$ cat config.mk
export PLATFORM = sky130hd
export DESIGN_NAME = seqdet_11010
export DESIGN_NICKNAME = d
export VERILOG_FILES = /design/src/rtl/seqdet_pkg.sv /design/src/rtl/seqdet_11010.sv
export SDC_FILE = /design/constraint.sdc
export NUM_CORES = 1
export LEC_CHECK = 0
export CORE_AREA = 4 4 41 43
export CTS_CLUSTER_DIAMETER = 200
export DETAILED_ROUTE_END_ITERATION = 16
export DIE_AREA = 0 0 45 47
export GPL_TIMING_DRIVEN = 0
export PLACE_DENSITY_LB_ADDON = 0.05
export SLEW_MARGIN = 15
export SYNTH_ARGS = -nofsm -noshare
export SYNTH_HDL_FRONTEND = slang
export SYNTH_SLANG_ARGS = --single-unit
$ cat constraint.sdc
create_clock -name clk -period 2.81 [get_ports clk]
set_input_delay 0.562 -clock clk [delete_from_list [all_inputs] [get_ports clk]]
set_output_delay 0.562 -clock clk [all_outputs]
set_load 0.03 [all_outputs]
$ cat src/rtl/seqdet_pkg.sv
// Shared types and constants for the 11010 serial pattern detector.
package seqdet_pkg;

  localparam int unsigned STATE_W = 3;
  localparam int unsigned PAT_LEN = 5;

  // First-received bit is the MSB.
  localparam logic [PAT_LEN-1:0] PATTERN = 5'b11010;

  typedef enum logic [STATE_W-1:0] {
    IDLE  = 3'd0,
    S1    = 3'd1,
    S11   = 3'd2,
    S110  = 3'd3,
    S1101 = 3'd4,
    DET   = 3'd5
  } state_e;

endpackage : seqdet_pkg

$ cat src/rtl/seqdet_11010.sv
// Moore detector for the serial pattern 11010, overlapping, one-cycle flag.
module seqdet_11010
  import seqdet_pkg::*;
(
  input  logic clk,
  input  logic rst,
  input  logic cin,
  output logic q
);

  state_e state_q;
  state_e state_d;

  always_ff @(posedge clk or posedge rst) begin
    if (rst) begin
      state_q <= IDLE;
    end else begin
      state_q <= state_d;
    end
  end

  // Each mismatch falls back to the longest suffix that is still a pattern prefix.
  always_comb begin
    state_d = IDLE;
    case (state_q)
      IDLE:    state_d = (cin == PATTERN[4]) ? S1    : IDLE;
      S1:      state_d = (cin == PATTERN[3]) ? S11   : IDLE;
      S11:     state_d = (cin == PATTERN[2]) ? S110  : S11;
      S110:    state_d = (cin == PATTERN[1]) ? S1101 : IDLE;
      S1101:   state_d = (cin == PATTERN[0]) ? DET   : S11;
      DET:     state_d = cin ? S1 : IDLE;
      default: state_d = IDLE;
    endcase
  end

  always_comb begin
    q = 1'b0;
    if (state_q == DET) begin
      q = 1'b1;
    end
  end

endmodule : seqdet_11010

# Yosys cells after proc, flatten, opt, wreduce, memory -nomap -nowiden
# Cells that the tools add are included.
# classes
eq_ne,5
mux,7
reduce_logical,2
# op_table
cell,count
3-bit case mux with 5 select lines,1
3-bit by 2-bit equality test with 1-bit output (second input constant),2
3-bit equality test (second input constant),2
3-bit 2-to-1 mux,2
3-bit by 1-bit equality test with 1-bit output (second input constant),1
3-bit logical NOT,1
1-bit 2-to-1 mux,3
2-bit 2-to-1 mux,1
2-bit OR reduction,1
# word_totals
reg_bits,3
in_bits,3
out_inout_bits,1

# Logic depth before layout (Yosys ltp)
# depth
word_depth,3
depth_mapped,2
mapped_depth_nobuf,2

# Least setup slack after synthesis
# No wires, ideal clock.
# synth_timing
path_kind,register -> output
startpoint,register state_q[2]
endpoint,output port q
arrival_ns,1.219
slack_ns,1.029
path_stages_with_launch,3
n_path_buf,0
path_cell_list,dfrtp_1 -> inv_1 -> nor3b_1
# synth_via
elab_chain_cells,2
# synth_lines
item,line,rtl
start: declaration,seqdet_11010.sv:11,state_e state_q;
start signal: assignment,seqdet_11010.sv:18,state_q <= state_d;
3-bit equality test,seqdet_11010.sv:38,if (state_q == DET) begin
1-bit 2-to-1 mux,seqdet_11010.sv:38,
end: declaration,seqdet_11010.sv:8,output logic q
# Every way passes these cells.

# Worst setup path after layout
# Ends and elaborated chain as after synthesis.

==> metrics.txt <==
max-cap violation count=0; crit end category=output port; layout cells sized above 1=0.125; Slew HR=0.793; DRC=0; HP Class=primary input to async pin; Psw=roughly 0.000072 W; post-synth top area cell=dfrtp_1; ranking of synthesized cells by area=dfrtp_1 42%, a211o_1 9.7%, nor3b_1 8.3%; Pint=approximately 0.00015 W; vias post-DR=157; CTS tree=built; warnings from Yosys=0; power after layout=0.000218 W; biggest regs=state_q x3; R2R setup slack=1.75 ns; drt wl/cell=slightly above 10 µm; die area=2120 µm²; Sw Share=0.328; RSZ-0062 raised after global routing=false; cts hold-fix bufs=0; Largest Register=state_q; setup TNS=0 ns; Post-CTS Resized=0; Core ar.=1300 µm²; root buffer cell=clkbuf_4; Max Clock Skew=0.00120 ns; fin crit share=0.788; min cycle time layout=about 2.2 ns; worst reg2reg path depth=2; fin util=0.196; clk sink count=3; Die Y=47 µm; initial antenna violation count=0; final hold violation count=0; maximum clock insertion buffer count=2; Max Clk Rate=about 450 MHz; DP Area=229 µm²; nets@finish=28; grt total ovfl=0; crit path max fanout=8; H-tree depth=1; postcts setup bufs=0; fill cell count=160; sequential share of power=0.405; Syn Area/Cell=approximately 11 µm²; Crit Reg-Reg Endpoint=state_q[0]$_DFF_PP0_; PortBufs=3; max-slew violations=0; Worst EP required=2.25 ns; Final Instance Area=~260 µm²; data arrival time of the critical path=1.65 ns; status=complete, no violations; row count=13; Via density=4.03; Initial Util=0.138; CP Launch Type=flip-flop; RR Startpoint=state_q[0]$_DFF_PP0_; post-synthesis sequential area ratio=0.417; post-route antenna net violation count=0; CTS Buf Count=3; Final Setup Violations=0; Skew-Pair Late Insertion Delay=0.23 ns; VDD IR-drop max=0.308 mV; LEAKAGE=0.115 nW; I/O pin count=4; Crit Path Category=flip-flop to output port; DR pass1 iterations=2; final WL=about 390 µm; first-pass GRT wire length=~690 µm; area grow syn2layout=41.7%; initial DRC count=6; largest net degree at the start of global routing=9; vias in the first global route=174; max reg flops=3; post-DP HPWL=266 µm; Pwr per Cell Area=around 860 nW/µm²; Post-Syn Area=180 µm²; Mapped Nets=20; commonest cells after routing, fill and taps aside=3 x clkbuf_4, 3 x clkdlybuf4s50_1, 3 x dfrtp_1; ant diodes=0; Clk pin slew, worst setup/hold paths=approximately 0.04 ns; Final GP Congestion=0.557; Worst-Margin Slew=0.306 ns; Die Span X=~45 µm; Comb power frac=0.254; Synth top area share=0.417; Syn Inst Count=17; clock power share=0.341; Tot GR Track Use=0.0515; flops & latches, synth=3; post-synth cell types=12
Yosys cell counts:
library cell,instances
inv_1,2
nor3b_1,2
nand4b_1,1
and4b_1,1
nor2_1,1
xor2_1,1
o41ai_1,1
dfrtp_1,3
and2_1,1
nor4b_1,1
a211o_1,2
nor4bb_1,1
per-stage QoR:
stage | worst slack [ns] | instances | hold slack [ns]
floorplan | 1.03 | 17 | 0.316
global placement | 0.837 | 35 | 0.623
detailed placement | 0.840 | 35 | 0.612
CTS | 0.575 | 39 | 0.506
global route | 0.500 | 39 | 0.536
finish | 0.596 | 39 | 0.508
routing by layer:
layer / wire, µm / share of wire / up-vias / global-route usage
met5: 0 / 0 / - / 0
met4: 0 / 0 / 0 / 0.0877
met3: 23 / 0.059 / 0 / 0.0153
met2: 188 / 0.48 / 2 / 0.0650
met1: 181 / 0.46 / 75 / 0.0528
li1: - / - / 80 / -
power groups by stage:
stage                     Clock [W]  Combinational, W  Sequential, W
after floorplan                   0         0.0000449      0.0000802
after global placement            0         0.0000590      0.0000892
after detailed placement          0         0.0000563      0.0000883
after CTS                 0.0000804         0.0000565      0.0000879
after global routing      0.0000812         0.0000619      0.0000931
final                     0.0000745         0.0000554      0.0000884
worst max path at each step:
stage	startpoint	endpoint	cells past startpoint
6_report	state_q[2]$_DFF_PP0_	q	3
5_1_grt	state_q[2]$_DFF_PP0_	q	3
4_1_cts	state_q[2]$_DFF_PP0_	q	3
3_5_place_dp	state_q[2]$_DFF_PP0_	q	3
3_3_place_gp	state_q[2]$_DFF_PP0_	q	3
2_1_floorplan	state_q[2]$_DFF_PP0_	q	2
kinds of logic after synthesis:
| family | count (synthesis) | synth area share |
|---|---|---|
| DFF | 3 | 0.417 |
| buffers and inverters | 2 | 0.0417 |
| and+or+nand+nor | 8 | 0.347 |
| AOI/OAI and AO/OA | 3 | 0.146 |
| xor gates and xnor gates | 1 | 0.0486 |
final cells by class:
cell class | instances | area (µm²) | area share
Clock buffer | 4 | 26.3 | 0.103
Timing Repair Buffer | 3 | 30.0 | 0.118
Tap cell | 15 | 18.8 | 0.0735
Sequential cell | 3 | 75.1 | 0.294
Inverter | 2 | 7.51 | 0.0294
Multi-Input combinational cell | 12 | 97.6 | 0.382
worst max-delay path: stages (launching register included):
cell and delay (ns):
dfrtp_1 0.46, inv_1 0.08, nor3b_1 0.18, clkdlybuf4s50_1 0.70
Note: power is estimated with default switching activity, not from simulation.
